<file path="src/rtl/button_counter_pkg.sv">
// Shared encodings for the button-driven up/down counter: per-button
// repeat FSM states and the overflow-mode constants.
package button_counter_pkg;

   typedef enum logic [1:0] {
      IDLE   = 2'd0,
      HOLD   = 2'd1,
      REPEAT = 2'd2
   } btn_state_e;

   localparam logic MODE_WRAP  = 1'b0;
   localparam logic MODE_CLAMP = 1'b1;

endpackage

</file>
<file path="src/rtl/button_channel.sv">
// One button path: 2-flop synchroniser, run-length debouncer and the
// press / auto-repeat event FSM.
//
// state  | meaning
// -------+--------------------------------------------------------------
// IDLE   | button released (debounced); next accepted press emits event
// HOLD   | pressed, waiting out the initial repeat delay
// REPEAT | pressed past the delay, emitting an event every repeat period
module button_channel
   import button_counter_pkg::*;
#(
   parameter int DEBOUNCE_TICKS = 30,
   parameter int REPEAT_DELAY   = 500,
   parameter int REPEAT_RATE    = 100
) (
   input  logic clock_divider_out,
   input  logic reset,
   input  logic btn_n,
   output logic pressed,
   output logic press_event
);

   localparam int RUN_W  = $clog2(DEBOUNCE_TICKS) + 1;
   localparam int DLY_W  = $clog2(REPEAT_DELAY) + 1;
   localparam int RATE_W = $clog2(REPEAT_RATE) + 1;

   localparam logic [RUN_W-1:0]  RUN_TC    = RUN_W'(DEBOUNCE_TICKS - 1);
   localparam logic [DLY_W-1:0]  DLY_LOAD  = (REPEAT_DELAY > 0) ? DLY_W'(REPEAT_DELAY - 1) : '0;
   localparam logic [RATE_W-1:0] RATE_LOAD = RATE_W'(REPEAT_RATE - 1);

   logic sync_q1;
   logic sync_q2;
   logic level_pressed;

   always_ff @(posedge clock_divider_out or posedge reset) begin
      if (reset) begin
         sync_q1 <= 1'b1;
         sync_q2 <= 1'b1;
      end else begin
         sync_q1 <= btn_n;
         sync_q2 <= sync_q1;
      end
   end

   assign level_pressed = ~sync_q2;

   logic             deb_q;
   logic [RUN_W-1:0] run_q;

   // run_q counts consecutive samples that disagree with the accepted level
   always_ff @(posedge clock_divider_out or posedge reset) begin
      if (reset) begin
         deb_q <= 1'b0;
         run_q <= '0;
      end else if (level_pressed != deb_q) begin
         if (run_q == RUN_TC) begin
            deb_q <= level_pressed;
            run_q <= '0;
         end else begin
            run_q <= run_q + 1'b1;
         end
      end else begin
         run_q <= '0;
      end
   end

   btn_state_e        state_q, state_d;
   logic [DLY_W-1:0]  dly_q, dly_d;
   logic [RATE_W-1:0] rate_q, rate_d;
   logic              ev_q, ev_d;

   always_ff @(posedge clock_divider_out or posedge reset) begin
      if (reset) begin
         state_q <= IDLE;
         dly_q   <= '0;
         rate_q  <= '0;
         ev_q    <= 1'b0;
      end else begin
         state_q <= state_d;
         dly_q   <= dly_d;
         rate_q  <= rate_d;
         ev_q    <= ev_d;
      end
   end

   always_comb begin
      state_d = state_q;
      dly_d   = dly_q;
      rate_d  = rate_q;
      ev_d    = 1'b0;
      if (!deb_q) begin
         state_d = IDLE;
         dly_d   = '0;
         rate_d  = '0;
      end else begin
         case (state_q)
            IDLE: begin
               state_d = HOLD;
               ev_d    = 1'b1;
               dly_d   = DLY_LOAD;
            end
            HOLD: begin
               // a zero delay parks here until release
               if (REPEAT_DELAY != 0) begin
                  if (dly_q == '0) begin
                     state_d = REPEAT;
                     ev_d    = 1'b1;
                     rate_d  = RATE_LOAD;
                  end else begin
                     dly_d = dly_q - 1'b1;
                  end
               end
            end
            REPEAT: begin
               if (rate_q == '0) begin
                  ev_d   = 1'b1;
                  rate_d = RATE_LOAD;
               end else begin
                  rate_d = rate_q - 1'b1;
               end
            end
            default: state_d = IDLE;
         endcase
      end
   end

   assign pressed     = deb_q;
   assign press_event = ev_q;

endmodule

</file>
<file path="src/rtl/button_updown_counter.sv">
// Up/down/clear counter driven by three debounced, auto-repeating buttons,
// with wrap or clamp overflow handling and a one-cycle overflow pulse.
module button_updown_counter
   import button_counter_pkg::*;
#(
   parameter int WIDTH          = 8,
   parameter int DEBOUNCE_TICKS = 30,
   parameter int REPEAT_DELAY   = 500,
   parameter int REPEAT_RATE    = 100,
   parameter int SATURATE       = 0
) (
   input  logic             clock_divider_out,
   input  logic             reset,
   input  logic             btn_up_n,
   input  logic             btn_down_n,
   input  logic             btn_clear_n,
   output logic [WIDTH-1:0] count,
   output logic             wrap_pulse,
   output logic [2:0]       pressed
);

   localparam logic             MODE      = (SATURATE != 0) ? MODE_CLAMP : MODE_WRAP;
   localparam logic [WIDTH-1:0] COUNT_MAX = '1;

   logic [2:0] ev;

   button_channel #(
      .DEBOUNCE_TICKS (DEBOUNCE_TICKS),
      .REPEAT_DELAY   (REPEAT_DELAY),
      .REPEAT_RATE    (REPEAT_RATE)
   ) u_up (
      .clock_divider_out (clock_divider_out),
      .reset             (reset),
      .btn_n             (btn_up_n),
      .pressed           (pressed[0]),
      .press_event       (ev[0])
   );

   button_channel #(
      .DEBOUNCE_TICKS (DEBOUNCE_TICKS),
      .REPEAT_DELAY   (REPEAT_DELAY),
      .REPEAT_RATE    (REPEAT_RATE)
   ) u_down (
      .clock_divider_out (clock_divider_out),
      .reset             (reset),
      .btn_n             (btn_down_n),
      .pressed           (pressed[1]),
      .press_event       (ev[1])
   );

   // clear never auto-repeats
   button_channel #(
      .DEBOUNCE_TICKS (DEBOUNCE_TICKS),
      .REPEAT_DELAY   (0),
      .REPEAT_RATE    (REPEAT_RATE)
   ) u_clear (
      .clock_divider_out (clock_divider_out),
      .reset             (reset),
      .btn_n             (btn_clear_n),
      .pressed           (pressed[2]),
      .press_event       (ev[2])
   );

   logic [WIDTH-1:0] count_d;
   logic             wrap_d;

   always_comb begin
      count_d = count;
      wrap_d  = 1'b0;
      if (ev[2]) begin
         count_d = '0;
      end else if (ev[0] && !ev[1]) begin
         if (count == COUNT_MAX) begin
            wrap_d  = 1'b1;
            count_d = (MODE == MODE_CLAMP) ? COUNT_MAX : '0;
         end else begin
            count_d = count + 1'b1;
         end
      end else if (ev[1] && !ev[0]) begin
         if (count == '0) begin
            wrap_d  = 1'b1;
            count_d = (MODE == MODE_CLAMP) ? '0 : COUNT_MAX;
         end else begin
            count_d = count - 1'b1;
         end
      end
   end

   always_ff @(posedge clock_divider_out or posedge reset) begin
      if (reset) begin
         count      <= '0;
         wrap_pulse <= 1'b0;
      end else begin
         count      <= count_d;
         wrap_pulse <= wrap_d;
      end
   end

endmodule

</file>
<file path="config.mk">
export PLATFORM = sky130hd
export DESIGN_NAME = button_updown_counter
export DESIGN_NICKNAME = d
export VERILOG_FILES = /design/src/rtl/button_counter_pkg.sv /design/src/rtl/button_channel.sv /design/src/rtl/button_updown_counter.sv
export SDC_FILE = /design/constraint.sdc
export NUM_CORES = 1
export LEC_CHECK = 0
export ABC_AREA = 1
export CELL_PAD_IN_SITES_DETAIL_PLACEMENT = 1
export CELL_PAD_IN_SITES_GLOBAL_PLACEMENT = 2
export CORE_UTILIZATION = 40
export DETAILED_ROUTE_END_ITERATION = 10
export GPL_ROUTABILITY_DRIVEN = 0
export HOLD_SLACK_MARGIN = 0.06
export PLACE_DENSITY_LB_ADDON = 0.1
export SETUP_SLACK_MARGIN = 0.02
export SYNTH_ARGS = -nofsm -noshare
export SYNTH_HDL_FRONTEND = slang
export SYNTH_SLANG_ARGS = --single-unit
</file>
<file path="constraint.sdc">
create_clock -name clock_divider_out -period 6.95 [get_ports clock_divider_out]
set_input_delay 0.695 -clock clock_divider_out [delete_from_list [all_inputs] [get_ports clock_divider_out]]
set_output_delay 0.695 -clock clock_divider_out [all_outputs]
set_load 0.01 [all_outputs]
</file>
; ---- Word level (Yosys, flattened, before mapping)
; Cells that the tools add are included.
[totals]
register_bits = 89
in_bits = 5
wordCells = 139
[classes]
addsub = 10
eq_ne = 25
mux = 52
bitwise = 3
n_reduce_logical = 24
[ops]
columns = cell, count
row1 = $mux W8, 14
row2 = $mux W10, 4
row3 = $pmux W10 S2, 2
row4 = $mux W6, 6
row5 = $logic_not A8 Y1, 4
row6 = $pmux W8 S2, 2
row7 = $sub A8 B1 Y8 const B, 4
row8 = $ne A3 B3 Y1 const B, 8
row9 = $logic_not A10 Y1, 2
row10 = $sub A10 B1 Y10 const B, 2
row11 = $add A6 B1 Y6 const B, 3
row12 = $eq A6 B5 Y1 const B, 3
row13 = $reduce_and A2 Y1, 9
row14 = $mux W1, 13
row15 = $pmux W2 S3, 2
row16 = $mux W2, 5
row17 = $add A8 B1 Y8 const B, 1
row18 = $eq A8 B8 Y1 const B, 1
row19 = $ne A2 B2 Y1 const B, 4
row20 = $eq A2 B1 Y1 const B, 3
row21 = $eq A2 B2 Y1 const B, 3
row22 = $logic_not A2 Y1, 3
row23 = $pmux W1 S3, 2
row24 = $pmux W2 S2, 1
row25 = other kinds (7), 13

; ---- Depth between registers and ports, before layout
; Gate-level depths: netlist of the first run.
[depth]
ltp_word = 5
ltp_mapped = 11

; ---- Modules after synthesis
; A second synthesis of the first run with hierarchy kept.
[unflattened]
cells_unflattened = 606
area_unflattened_um2 = 4682.0
[modules_own_cells]
columns = module, instances, cells_each, area_each_um2, seq_area_each_um2
row1 = button_channel at u_down ..., 2, 217, 1707.9, 753.2
row2 = button_updown_counter, 1, 126, 814.5, 225.2
row3 = button_channel at u_clear, 1, 46, 451.7, 277.8

; ---- Least setup slack after synthesis of the first run
; No wires, ideal clock.
[synth_path]
path_kind = reg2reg
startpoint = register u_up.dly_q[0]
endpoint = register u_up.dly_q[0]
setup_time_ns = 0.121
t_arrival_ns = 1.484
slack_ns = 5.345
path_stages_with_launch = 11
synth_period_minus_slack_ns = 1.605
path_cell_list = dfrtp_1 > inv_1 > ha_1 > nand3_2 > nor2_2 > nand2_2 > nand2_4 > nand2_4 > buf_6 > nand2_1 > o21ai_2
[synth_via]
elab_chain_len = 4
word_cells_on_any_way = 7
[synth_lines]
columns = item, line
row1 = "start, declared", button_channel.sv:68  ; logic [DLY_W-1:0] dly_q, dly_d;
row2 = "start signal, assigned", button_channel.sv:80  ; dly_q <= dly_d;
row3 = $sub A10 B1 Y10, button_channel.sv:110  ; dly_d = dly_q - 1'b1;
row4 = $mux W10, button_channel.sv:105  ; if (dly_q == '0) begin
row5 = $pmux W10 S2, button_channel.sv:96  ; case (state_q)
row6 = $mux W10, button_channel.sv:91  ; if (!deb_q) begin
; Several ways; a longest one is shown, not always the timed one. The select of a mux whose other input is x is not followed.
; A chain may end at the register's enable or synchronous reset.

; ---- Worst setup path in the final report of the first run
[layout_path]
startpoint = register u_up.deb_q, in the netlist u_up.pressed
endpoint = output port pressed[0]
[layout_rtl]
columns = item, line
row1 = "start, declared", button_channel.sv:47  ; logic deb_q;
row2 = "start signal, assigned", button_channel.sv:57  ; deb_q <= level_pressed;
row3 = "end, declared", button_updown_counter.sv:19  ; output logic [2:0] pressed
; No word-level cell between the ends.

==> run_results.csv, run 1 <==
group,metric,value,unit
layout,num_antenna_cells,0,
floorplanning,core,11400,um^2
clock_network,cts_buffers,9,
logic_synthesis,synth.distinct_cells,35,
timing,max-slew-margin-rel,0.306,
worst_setup_path,cp.required,6250,ps
floorplanning,die_area,12200,um^2
power,p_sw_frac,0.205,
route,remaining_drc_errors,0,
logic_synthesis,synth_area,4710,um^2
global_route,grt.overflow.total,0,
layout,layout.nets,660,
clock_network,holdBufCountCts,0,
logic_synthesis,synthFlopType,"dfrtp_1",
worst_setup_path,crit_path_end_kind,"output pin",
placed_design,dp.final_hpwl,7.96,mm
worst_setup_path,cp_max_fo,15,
timing,finClkSkew,7.10,ps
power,intPower,833,uW
placed_design,dp.cells,760,
logic_synthesis,synth-seq-cells,80,
clock_network,post_cts_resized,0,
route,detail_route.wl_per_cell,14.4,um
floorplanning,start_util,0.412,
timing,rsz0062_at_grt,"false",
global_route,grt_use_total,0.199,
timing,finalSetupTns,0,ps
logic_synthesis,synth_edf_count,0,
worst_setup_path,critPathArrivalTime,1690,ps
logic_synthesis,syn-num-nets,643,
power,seq_power_share,0.456,
job,drv_cap,0,
clock_network,postCtsSetupBuffers,0,
status,status,"finished, final reports clean",
layout,drive_above_1_share,0.0742,
layout,syn2layout_area_growth,13.0,%
floorplanning,row_count,39,
power,p_leak,2.60,nW
logic_synthesis,syn_avg_cell_area,7.70,um^2
global_route,grt_pass1_wl,19.9,mm
clock_network,path_clk_slew,60,ps
timing,slew_violations,0,
clock_network,cts.sinks,80,
clock_network,cts_tree,"built",
route,drt_iter0_drc,133,
route,firstDrtPassIters,4,
clock_network,clkLatencyLatePin,340,ps
logic_synthesis,synth_cells,611,
power,irDropWorstVdd,120,uV
timing,fin_crit_sh,0.344,
layout,finalNonFillerCells,776,
logic_synthesis,synth-async-reset-ratio,1.00,
timing,finalHoldViolations,0,
floorplanning,die_x,110,um
power,netSwitchingPower,215,uW
worst_setup_path,critPathKind,"reg -> out",
floorplanning,die_h,110,um
global_route,grt_pass1_vias,4234,
placed_design,port_buffers,16,
min_path,min_path_type,"reg -> reg",
timing,setup_violations,0,
timing,fmaxAchievable,0.419,GHz
global_route,grt_max_degree,81,
route,drt-total-wl,11.1,mm
layout,final_cell_mix,"nand2_1, inv_1, dfrtp_1, nor2_1, nand3_1",
clock_network,cts_root_buf,"clkbuf_16",
layout,final_common_cell,"nand2_1",
timing,tightest_slew,1040,ps
clock_network,htreeDepth,3,
logic_synthesis,yosysWarnings,0,
route,drt-vias-per-instance,5.15,
worst_setup_path,worstPathCellList,"clkdlybuf4s50_1",
worst_setup_path,critPathBufInv,1,
worst_setup_path,max_stage_delay,700,ps
worst_setup_path,cp_top_family,"flip-flops",
route,vias,3995,
power,p_comb_frac,0.023,
power,clock_power_share,0.521,
route,ant_nets,0,
timing,min_period,2390,ps
worst_setup_path,cp-start-kind,"flip-flop",
global_route,antenna_found_initial,0,
floorplanning,io-pin-count,17,
logic_synthesis,synth-seq-area-share,0.427,
worst_setup_path,cp_slowest_cell,"dfrtp_1",
clock_network,clk_path_buf_depth,2,
power,powerDensity,197,nW/um^2
==> state kept, by name, summed over array words and instances (netlist names), 6 cells and up <==
name	count
u_down.run_q	6
u_up.rate_q	8
u_down.dly_q	10
count	8
u_up.dly_q	10
u_up.run_q	6
u_clear.run_q	6
u_down.rate_q	8
==> synth_stat cells (2+ instances only) <==
library cell,number,area share
dfrtp_1,74,0.39
or2_2,3,0.0040
nor2_4,2,0.0048
nand2_4,2,0.0048
nand4_1,10,0.013
o21ai_1,4,0.0043
xnor2_1,7,0.013
nor2_2,3,0.0040
o21ai_0,41,0.044
nor3_1,11,0.012
o21ai_2,5,0.0093
buf_6,2,0.0048
nand3b_1,2,0.0032
o22ai_1,8,0.011
xor2_1,10,0.019
nor2_1,69,0.055
a21oi_1,16,0.017
ha_1,27,0.072
nand2_2,6,0.0080
clkbuf_1,5,0.0040
inv_1,84,0.067
nand2_1,132,0.11
dfstp_2,6,0.034
nand3_1,68,0.072
buf_4,4,0.0064
==> cell type report <==
| class | count | area [um^2] |
|---|---|---|
| inverters | 85 | 320 |
| multi-input cells | 435 | 2310 |
| repair buffers | 17 | 168 |
| clock buffers | 11 | 233 |
| clock inverters | 5 | 104 |
| flip-flops and latches | 80 | 2010 |
| well taps | 143 | 179 |
| fillers | 1424 | 6100 |
==> worst reg2reg max path, stage by stage (launching register included) <==
cell and delay (ps):
dfrtp_1 410, inv_1 110, ha_1 360, inv_1 170, a21oi_1 200, nand2_1 280, nand2_1 300, o21ai_0 120
==> power groups by stage <==
| stage | logic [mW] | clock network, mW | registers (mW) |
|---|---|---|---|
| after floorplan | 0.0162 | 0 | 0.486 |
| after global placement | 0.0241 | 0 | 0.486 |
| after detailed placement | 0.0248 | 0 | 0.487 |
| after CTS | 0.0250 | 0.564 | 0.478 |
| after global routing | 0.0280 | 0.581 | 0.479 |
| final | 0.0236 | 0.546 | 0.478 |
==> stage by stage <==
| stage | hold WS [ps] | cell area, um^2 | worst slack, ps | util | power, mW |
|---|---|---|---|---|---|
| after floorplan | 345 | 4710 | 4210 | - | 0.502 |
| after global placement | 346 | 4980 | 4840 | 0.436 | 0.510 |
| after detailed placement | 350 | 4980 | 4820 | 0.436 | 0.512 |
| after CTS | 358 | 5320 | 4510 | 0.466 | 1.07 |
| after global routing | 364 | 5320 | 4430 | 0.466 | 1.09 |
| final | 357 | 5320 | 4560 | 0.466 | 1.05 |
==> cells by family after synthesis <==
logic type	after synthesis	share of synthesized area
and+or+nand+nor	311	0.291
buffers and inverters	96	0.0830
xor gates and xnor gates	17	0.0316
adders and majority gates	27	0.0718
DFF	80	0.427
AOI/OAI and AO/OA	80	0.0955
==> metal layers <==
metal,up-vias,global-route usage,wire length [um]
met5,-,0,0
met4,0,0.0933,246
met3,17,0.0313,219
met2,41,0.339,5510
met1,1945,0.248,5160
li1,1992,-,-
==> final timing paths <==
check	slack, ps	startpoint	cells past startpoint	to
max in group asynchronous	5280	reset	3	u_up.run_q[0]$_DFF_PP0_
min	360	u_up.sync_q1$_DFF_PP1_	0	u_up.sync_q2$_DFF_PP1_
min reg2reg	360	u_up.sync_q1$_DFF_PP1_	0	u_up.sync_q2$_DFF_PP1_
max reg2reg	4880	u_down.state_q[1]$_DFFE_PP0P_	7	u_down.dly_q[5]$_DFFE_PP0P_
min in group asynchronous	1000	reset	3	count[7]$_DFFE_PP0P_
max	4560	u_up.pressed$_DFFE_PP0P_	1	pressed[0]
No activity file was read; power rests on OpenSTA's default activity.
==> run 2: changes to the inputs <==
Settings changed: CORE_UTILIZATION 40 to 37.
Clock period 6.95 ns to 2.5 ns, I/O delays scaled along.
==> run_results.csv, run 2 (synthesis gave the netlist of run 1 again) <==
group,metric,value,unit
status,status,"finished, final reports clean",
floorplanning,die_x,115,um
layout,final_cell_mix,"nand2_1, inv_1, dfrtp_1, nor2_1, nand3_1",
power,irDropWorstVdd,456,uV
layout,layout.nets,662,
floorplanning,die_area,13200,um^2
global_route,grt_use_total,0.196,
layout,final_common_cell,"nand2_1",
clock_network,holdBufCountCts,0,
global_route,grt_max_degree,69,
clock_network,post_cts_resized,0,
layout,syn2layout_area_growth,14.0,%
route,top_layer,"met4",
route,ant_nets,0,
timing,finClkSkew,9.64,ps
route,drt-vias-per-instance,4.95,
route,drt_iter0_drc,181,
timing,slew_violations,0,
clock_network,htreeDepth,3,
global_route,antenna_found_initial,0,
route,dr_wl_met3,183,um
timing,setup_violations,0,
floorplanning,start_util,0.385,
route,vias,3975,
worst_setup_path,worstReg2RegStart,"u_down.state_q[1]$_DFFE_PP0P_",
global_route,grt_pass1_vias,4127,
power,p_leak,2.60,nW
worst_setup_path,critPathKind,"reg -> reg",
layout,largest_registers,"u_down.dly_q x10, u_up.dly_q x10",
layout,nFillCells,1520,
clock_network,cts.sinks,80,
global_route,grt_pass1_wl,20.2,mm
floorplanning,io-pin-count,17,
route,route.met2.wl,5.50,mm
timing,setup_slack,413,ps
worst_setup_path,r2r_cells,7,
worst_setup_path,critPathArrivalTime,2290,ps
clock_network,clk_path_buf_depth,2,
placed_design,dp.cells,787,
floorplanning,die_h,115,um
route,detail_route.wl_per_cell,14.3,um
timing,finalHoldViolations,0,
placed_design,pre_cts_slack,407,ps
clock_network,path_clk_slew,60,ps
clock_network,cts_buffers,9,
timing,finalSetupTns,0,ps
worst_setup_path,reg2reg_to,"u_down.dly_q[1]$_DFFE_PP0P_",
timing,tightest_slew,568,ps
placed_design,port_buffers,16,
power,powerDensity,528,nW/um^2
timing,fin_crit_sh,0.835,
worst_setup_path,crit_path_end_kind,"flip-flop",
layout,finalNonFillerCells,803,
placed_design,dp.final_hpwl,8.27,mm
layout,multi_input_area,2310,um^2
layout,drive_above_1_share,0.0787,
route,remaining_drc_errors,0,
global_route,grt.overflow.total,0,
min_path,min_path_type,"in -> async",
layout,num_antenna_cells,0,
timing,fmaxAchievable,0.479,GHz
worst_setup_path,cp.required,2700,ps
timing,max-slew-margin-rel,0.622,
timing,rsz0062_at_grt,"false",
worst_setup_path,cp_max_fo,11,
route,drt-total-wl,11.5,mm
floorplanning,row_count,40,
worst_setup_path,r2r_slack,410,ps
route,drt-met1-wl,5.69,mm
clock_network,postCtsSetupBuffers,0,
timing,min_period,2090,ps
route,firstDrtPassIters,4,
worst_setup_path,cp-start-kind,"flip-flop",
timing,whs,156,ps
clock_network,cts_tree,"built",
clock_network,cts_root_buf,"clkbuf_16",
layout,register_area,2010,um^2
job,drv_cap,0,
floorplanning,core,12200,um^2
worst_setup_path,startpoint,"u_down.state_q[1]$_DFFE_PP0P_",
clock_network,clkLatencyLatePin,340,ps
[run 2: stage by stage]
stage,utilization,power (mW),cell area [um^2]
2_1_floorplan,-,1.40,4710
3_3_place_gp,0.413,1.42,5040
3_5_place_dp,0.413,1.43,5040
4_1_cts,0.439,2.88,5360
5_1_grt,0.439,2.95,5360
6_report,0.439,2.83,5360
[run 2: worst max-delay path by stage]
stage | endpoint | slack (ps) | depth (start not counted)
detailed placement | u_down.dly_q[0]$_DFFE_PP0P_ | 410 | 7
finish | u_down.dly_q[1]$_DFFE_PP0P_ | 410 | 7
global placement | u_down.dly_q[8]$_DFFE_PP0P_ | 600 | 7
CTS | u_down.dly_q[0]$_DFFE_PP0P_ | 410 | 7
global route | u_down.dly_q[1]$_DFFE_PP0P_ | 130 | 7
floorplan | count[0]$_DFFE_PP0P_ | 210 | 1
[run 2: worst max-delay path: stages (launching register included)]
cell and delay, ps:
dfrtp_1 410, inv_1 120, ha_1 350, inv_1 160, a21oi_1 220, nand2_1 290, nand2_1 290, o22ai_1 110
[run 2: layout make-up]
cell class	count	share of cell area
clock buffer	11	0.0453
clock inverter	5	0.0149
inverter	85	0.0597
multi-input combinational	435	0.430
sequential	80	0.375
tap	168	0.0392
timing repair buffer	19	0.0364
[run 2: per-layer routing]
metal	track usage	up-vias
li1	-	2002
met4	0.0597	0
met3	0.0364	12
met2	0.336	26
met5	0	-
met1	0.253	1935
[run 2: where the power goes]
part           internal, mW  switching, mW  total [mW]
clock                 0.900          0.531        1.43
combinational        0.0236         0.0468      0.0703
sequential             1.32         0.0153        1.33
==> run 3: changes to the inputs <==
Clock period 2.5 ns to 2 ns, I/O delays scaled along.
==> run_results.csv, run 3 (synthesis gave the netlist of run 1 again) <==
group,metric,value,unit
worst_setup_path,r2r_slack,210,ps
power,p_sw_frac,0.227,
layout,largest_registers,"u_down.dly_q x10, u_up.dly_q x10",
job,drv_cap,0,
floorplanning,die_h,115,um
layout,drive_above_1_share,0.0861,
floorplanning,die_area,13200,um^2
power,clock_power_share,0.490,
clock_network,cts_buffers,9,
clock_network,holdBufCountCts,0,
timing,rsz0062_at_grt,"false",
worst_setup_path,cp-start-kind,"flip-flop",
layout,stdcell_area,5380,um^2
min_path,hold_depth,1,
route,remaining_drc_errors,0,
global_route,grt_use_total,0.189,
layout,num_antenna_cells,0,
floorplanning,die_x,115,um
timing,setup_slack,168,ps
layout,nFillCells,1542,
power,intPower,2.65,mW
clock_network,post_cts_resized,0,
placed_design,pre_cts_slack,174,ps
global_route,antenna_found_initial,0,
clock_network,path_clk_slew,60,ps
timing,fin_crit_sh,0.916,
placed_design,postPlaceCellArea,5070,um^2
floorplanning,row_count,40,
clock_network,cts.sinks,80,
placed_design,dp.cells,791,
layout,utilization,0.440,
global_route,grt_pass1_wl,19.5,mm
global_route,grt_max_degree,81,
route,ant_nets,0,
timing,finalHoldViolations,0,
worst_setup_path,cp.required,1800,ps
floorplanning,start_util,0.385,
timing,finClkSkew,4.51,ps
min_path,min_to,"u_down.sync_q1$_DFF_PP1_",
layout,final_common_cell,"nand2_1",
worst_setup_path,crit_path_end_kind,"output pin",
timing,fmaxAchievable,0.546,GHz
timing,slew_violations,0,
clock_network,cts_root_buf,"clkbuf_16",
worst_setup_path,reg2reg_to,"u_up.rate_q[0]$_DFFE_PP0P_",
timing,whs,259,ps
route,vias,4026,
route,firstDrtPassIters,4,
power,netSwitchingPower,779,uW
layout,finalNonFillerCells,807,
timing,min_period,1830,ps
clock_network,cts_tree,"built",
clock_network,clk_path_buf_depth,2,
clock_network,htreeDepth,3,
global_route,grt_pass1_vias,4100,
worst_setup_path,r2r_cells,10,
floorplanning,io-pin-count,17,
timing,tightest_slew,480,ps
worst_setup_path,critPathKind,"reg -> out",
placed_design,dp.final_hpwl,8.23,mm
route,drt-vias-per-instance,4.99,
layout,syn2layout_area_growth,14.2,%
timing,setup_violations,0,
route,drt_iter0_drc,140,
min_path,min-delay-start,"btn_down_n",
timing,finalSetupTns,0,ps
layout,final_cell_mix,"nand2_1, inv_1, dfrtp_1, nor2_1, nand3_1",
power,powerDensity,638,nW/um^2
global_route,grt.overflow.total,0,
clock_network,postCtsSetupBuffers,0,
placed_design,port_buffers,16,
power,power.total,3.43,mW
timing,max-slew-margin-rel,0.680,
worst_setup_path,cp_max_fo,9,
worst_setup_path,worstReg2RegStart,"u_up.dly_q[0]$_DFFE_PP0P_",
power,p_leak,2.61,nW
route,detail_route.wl_per_cell,13.9,um
power,irDropWorstVdd,446,uV
worst_setup_path,critPathArrivalTime,1630,ps
layout,layout.nets,666,
power,seq_power_share,0.485,
min_path,min_path_type,"in -> reg",
power,p_comb_frac,0.025,
status,status,"finished, final reports clean",
clock_network,clkLatencyLatePin,340,ps
floorplanning,core,12200,um^2
route,drt-total-wl,11.2,mm
-- run 3: cell types whose count changed in the layout (fill, tap and decap cells not counted) --
cell       change
a21oi_1        -1
clkbuf_8       -1
a21oi_2        +1
clkinv_4       +1
inv_6          +2
buf_4          +4
bufinv_16      -1
clkinv_2       -1
-- run 3: worst max-delay path by stage --
| stage | from | to | slack [ps] | cells after the start |
|---|---|---|---|---|
| finish | u_down.pressed$_DFFE_PP0P_ | pressed[1] | 170 | 2 |
| global route | u_up.dly_q[0]$_DFFE_PP0P_ | u_up.rate_q[7]$_DFFE_PP0P_ | 30 | 10 |
| CTS | u_down.pressed$_DFFE_PP0P_ | pressed[1] | 150 | 2 |
| detailed placement | u_up.dly_q[0]$_DFFE_PP0P_ | u_up.rate_q[0]$_DFFE_PP0P_ | 170 | 9 |
| global placement | u_up.dly_q[0]$_DFFE_PP0P_ | u_up.rate_q[4]$_DFFE_PP0P_ | 260 | 9 |
| floorplan | u_up.dly_q[0]$_DFFE_PP0P_ | u_up.dly_q[0]$_DFFE_PP0P_ | 390 | 10 |
-- run 3: layer usage --
| layer | GRT usage | up-vias | share of wire |
|---|---|---|---|
| met5 | 0 | - | 0 |
| met4 | 0.0649 | 0 | 0.015 |
| met3 | 0.0300 | 12 | 0.019 |
| met2 | 0.328 | 37 | 0.49 |
| met1 | 0.240 | 1968 | 0.48 |
| li1 | - | 2009 | - |
-- run 3: cell type report --
type                            count  area (um^2)  share of cell area
Sequential cell                    80         2010               0.374
Clock buffer                       10          229              0.0426
Inverter                           85          323              0.0601
Multi-Input combinational cell    435         2310               0.430
Clock inverter                      6         68.8              0.0128
Timing Repair Buffer               23          225              0.0419
Tap cell                          168          210              0.0391
-- run 3: power by group through the flow --
| stage | Sequential, mW | Combinational (mW) | Clock [mW] |
|---|---|---|---|
| finish | 1.66 | 0.0853 | 1.68 |
| detailed placement | 1.69 | 0.0907 | 0 |
| global placement | 1.69 | 0.0877 | 0 |
| CTS | 1.66 | 0.0909 | 1.74 |
| floorplan | 1.69 | 0.0567 | 0 |
| global route | 1.67 | 0.101 | 1.80 |
-- run 3: critical path, stage by stage (launching register included) --
cell	delay (ps)
dfrtp_1	500
buf_4	240
clkdlybuf4s50_1	550
==> RTL edit 1 (config.mk and constraints of run 1) <==
`REPEAT_RATE` is set to 100 in 2 places; all go to 50.
--- a/src/rtl/button_channel.sv
+++ b/src/rtl/button_channel.sv
@@ -12,5 +12,5 @@
    parameter int DEBOUNCE_TICKS = 30,
    parameter int REPEAT_DELAY   = 500,
-   parameter int REPEAT_RATE    = 100
+   parameter int REPEAT_RATE    = 50
 ) (
    input  logic clock_divider_out,
--- a/src/rtl/button_updown_counter.sv
+++ b/src/rtl/button_updown_counter.sv
@@ -7,5 +7,5 @@
    parameter int DEBOUNCE_TICKS = 30,
    parameter int REPEAT_DELAY   = 500,
-   parameter int REPEAT_RATE    = 100,
+   parameter int REPEAT_RATE    = 50,
    parameter int SATURATE       = 0
 ) (
Formal check against the unedited RTL: no difference found for any inputs over 10 cycles, from zero or initial values and one cycle with reset high; that may be too few to reach the edited logic, so the function may still have changed.
==> RTL edit 1 against run 1 <==
  * Power fell by 3.9%
  * Sequential cell count fell by 2
  * Worst hold slack got worse by 0.0015 ns
  * Routed wire length fell by 5.7%
  * Synthesized area fell by 3.0%
  * Sequential power fell by 3%
  * Worst setup slack improved by 0.046 ns
  * Die area fell by 3.0%
  * Final area fell by 2.5%
  * Largest cell class unchanged
==> RTL edit 1: results (changes against run 1) <==
stage	metric	value	unit	change
outcome	status	complete, no violations		
grt	grt_max_degree	79		-2.5%
yosys	synth_fa_ha_area_share	7.40	%	+0.22 points
sta	fin_crit_sh	33.7	%	-0.67 points
drt	met1_length	5050	um	-2.1%
drt	via_per_inst	5.09		-1.1%
grt	grt_pass1_wl	18500	um	-7.1%
grt	use_met2	34.9	%	+1.1 points
worst_hold_path	min-delay-start	u_down.sync_q1$_DFF_PP1_		
place	place_hpwl	7640	um	-4.1%
place	dp.cells	731		-3.8%
cells_and_area	fin_cells	747		-3.7%
yosys	synth_area_per_cell	7.83	um^2	+1.7%
worst_setup_path	max_stage_delay	0.67	ns	-0.03 ns
cells_and_area	fill_cells	1360		-4.5%
drt	wl_per_cell	14.1	um	-2.0%
worst_setup_path	r2r_setup_slack	4.96	ns	+0.08 ns
grt	gr-usage-met1	25.6	%	+0.76 points
cells_and_area	largestRegisters	u_down.dly_q: 10 flops, u_up.dly_q: 10 flops, count: 8 flops		
cells_and_area	drive_gt1_share	8.07	%	+0.65 points
yosys	syn_nets	615		-4.4%
grt	grt_pass1_vias	3966		-6.3%
drt	met3_length	172	um	-21%
drt	drt_iter0_markers	208		+56%
sta	slew_headroom	31.7	%	+1.0 points
drt	dr_wl_met2	5180	um	-6.0%
worst_setup_path	crit_arrival	1.65	ns	-0.04 ns
cells_and_area	fin_nets	634		-3.9%
yosys	synth_cell_types	32		-8.6%
power	leakagePower	2.56	nW	-1.4%
sta	whs	0.355	ns	-0.00148 ns
yosys	synth_xor_area_share	4.03	%	+0.87 points
power	p_sw_share	20.9	%	+0.41 points
worst_setup_path	r2r-end	u_up.dly_q[3]$_DFFE_PP0P_		
RTL edit 1: cell count changes after synthesis, sizes merged, moves of 4 or more:
| cell | delta |
|---|---|
| nand3 | -4 |
| inv | -6 |
| nor3 | -5 |
| o21ai | -5 |
| nand4 | +4 |
| nand2 | -6 |
RTL edit 1: area by class of cell:
cell class	count	area share (%)
flip-flops and latches	78	37.8
inverters	79	5.74
multi-input cells	417	43.5
well taps	140	3.38
repair buffers	17	3.23
clock buffers	10	4.61
clock inverters	6	1.81
RTL edit 1: power groups by stage:
stage / clock [mW] / sequential (mW) / combinational, mW
floorplan: 0 / 0.474 / 0.0160
global placement: 0 / 0.475 / 0.0237
detailed placement: 0 / 0.475 / 0.0248
CTS: 0.535 / 0.466 / 0.0249
global route: 0.552 / 0.467 / 0.0284
finish: 0.517 / 0.466 / 0.0236
==> RTL edit 2 (config.mk and constraints of run 1) <==
Made on the original files. Register the output `count` once more, with the module's reset; this adds one clock of latency there. The other outputs are not delayed to match.
--- a/src/rtl/button_updown_counter.sv
+++ b/src/rtl/button_updown_counter.sv
@@ -22,4 +22,6 @@
    localparam logic             MODE      = (SATURATE != 0) ? MODE_CLAMP : MODE_WRAP;
    localparam logic [WIDTH-1:0] COUNT_MAX = '1;
+
+   logic [WIDTH-1:0] count_s0;
 
    logic [2:0] ev;
@@ -66,21 +68,21 @@
 
    always_comb begin
-      count_d = count;
+      count_d = count_s0;
       wrap_d  = 1'b0;
       if (ev[2]) begin
          count_d = '0;
       end else if (ev[0] && !ev[1]) begin
-         if (count == COUNT_MAX) begin
+         if (count_s0 == COUNT_MAX) begin
             wrap_d  = 1'b1;
             count_d = (MODE == MODE_CLAMP) ? COUNT_MAX : '0;
          end else begin
-            count_d = count + 1'b1;
+            count_d = count_s0 + 1'b1;
          end
       end else if (ev[1] && !ev[0]) begin
-         if (count == '0) begin
+         if (count_s0 == '0) begin
             wrap_d  = 1'b1;
             count_d = (MODE == MODE_CLAMP) ? '0 : COUNT_MAX;
          end else begin
-            count_d = count - 1'b1;
+            count_d = count_s0 - 1'b1;
          end
       end
@@ -89,9 +91,17 @@
    always_ff @(posedge clock_divider_out or posedge reset) begin
       if (reset) begin
-         count      <= '0;
+         count_s0   <= '0;
          wrap_pulse <= 1'b0;
       end else begin
-         count      <= count_d;
+         count_s0   <= count_d;
          wrap_pulse <= wrap_d;
+      end
+   end
+
+   always_ff @(posedge clock_divider_out or posedge reset) begin
+      if (reset) begin
+         count <= '0;
+      end else begin
+         count <= count_s0;
       end
    end
Formal check against the unedited RTL: same outputs for any inputs over 10 cycles, from zero or initial values and one cycle with reset high; that may be too few to reach the edited logic, so the function may still have changed.
==> RTL edit 2 against run 1 <==
  * Final area up 3.3%
  * Sequential power up 9.8%
  * Utilization down 0.64 points
  * Worst hold slack about the same
  * Via count down 0.20%
  * Power down 0.84%
  * Sequential cell count up 8
  * Clock skew down 0.00051 ns
  * Synthesized cell count up 2.3%
  * Sequential share of layout area up 2.4 points
  * Synthesized area up 4.2%
  * Combinational power up 3%
  * Routed wire length up 0.94%
  * Worst setup slack worse by 0.10 ns
  * Highest routed layer unchanged
==> RTL edit 2: results (changes against run 1) <==
stage	metric	value	unit	change
sta	finalCriticalPeriod	2.49	ns	+0.0998 ns
place	placedInstanceArea	5200	um^2	+4.3%
grt	grt_max_degree	74		-8.6%
power	leakagePower	2.79	nW	+7.3%
yosys	synth_commonest_cells	nand2_1 (146), dfrtp_1 (82), inv_1 (77), nor2_1 (77), nand3_1 (59)		
power	p_int	0.814	mW	-2.3%
sta	skew	0.00658	ns	-0.000515 ns
worst_hold_path	min-delay-start	u_down.sync_q1$_DFF_PP1_		
yosys	synth_cell_types	34		-2.9%
outcome	status	complete, no violations		
cells_and_area	finish.utilization	45.9	%	-0.64 points
cells_and_area	drive_gt1_share	7.25	%	-0.17 points
worst_setup_path	path_max_fanout	18		+3
worst_setup_path	worstReg2RegStart	u_up.state_q[1]$_DFFE_PP0P_		
drt	wl_per_cell	14.1	um	-1.5%
yosys	synthTopCellsByArea	dfrtp_1 (42%), nand2_1 (11%), ha_1 (6.9%), nand3_1 (6.0%), inv_1 (5.9%)		
yosys	synthCells	625		+2.3%
place	post-place-ws	4.66	ns	-0.164 ns
sta	whs	0.356	ns	-0.000340 ns
cells_and_area	multi_input_gates	444		+2.1%
cells_and_area	buf_share	3.05	%	-0.10 points
place	dp.cells	779		+2.5%
cells_and_area	inverters	83		-2.4%
place	place_hpwl	8250	um	+3.6%
drt	drt_iter0_markers	161		+21%
power	p_per_area	189	nW/um^2	-4.0%
drt	via_per_inst	5.02		-2.6%
clock_tree	clock-sinks	88		+10%
yosys	syn_nets	657		+2.2%
cells_and_area	fin_nets	675		+2.3%
cells_and_area	multi_input_area	2320	um^2	+0.76%
## RTL edit 2: cell types whose count changed after synthesis, sizes merged, moves of 3 or more
cell	delta
nand2	+14
dfrtp	+8
nand3	-8
nor2	+6
a21oi	-3
inv	-3
## RTL edit 2: worst reg2reg max path, delay by kind of cell (launching register included)
kind,cells,cell delay (ns)
adder cells (fa/ha/maj),1,0.43
flip-flops,1,0.41
AND/OR/NAND/NOR,2,0.33
AO/OA/AOI/OAI,2,0.33
buffers and inverters,2,0.31
## RTL edit 2: cells by family (layout without fill, tap and decap cells)
kind of cell               after synthesis  after routing  share of synthesized area (%)
and+or+nand+nor                        323            323                           28.6
buffers and inverters                   93            116                           7.55
DFF                                     88             88                           45.1
AOI/OAI and AO/OA                       73             73                           8.11
adders and majority gates               27             27                           6.89
xor gates and xnor gates                21             21                           3.75
## RTL edit 2: metal layers
layer	global-route usage, %	vias up	part of all wire (%)
met4	6.40	0	1.2
li1	-	2026	-
met5	0	-	0
met1	24.9	1928	47
met2	33.9	24	50
met3	4.34	9	2.2
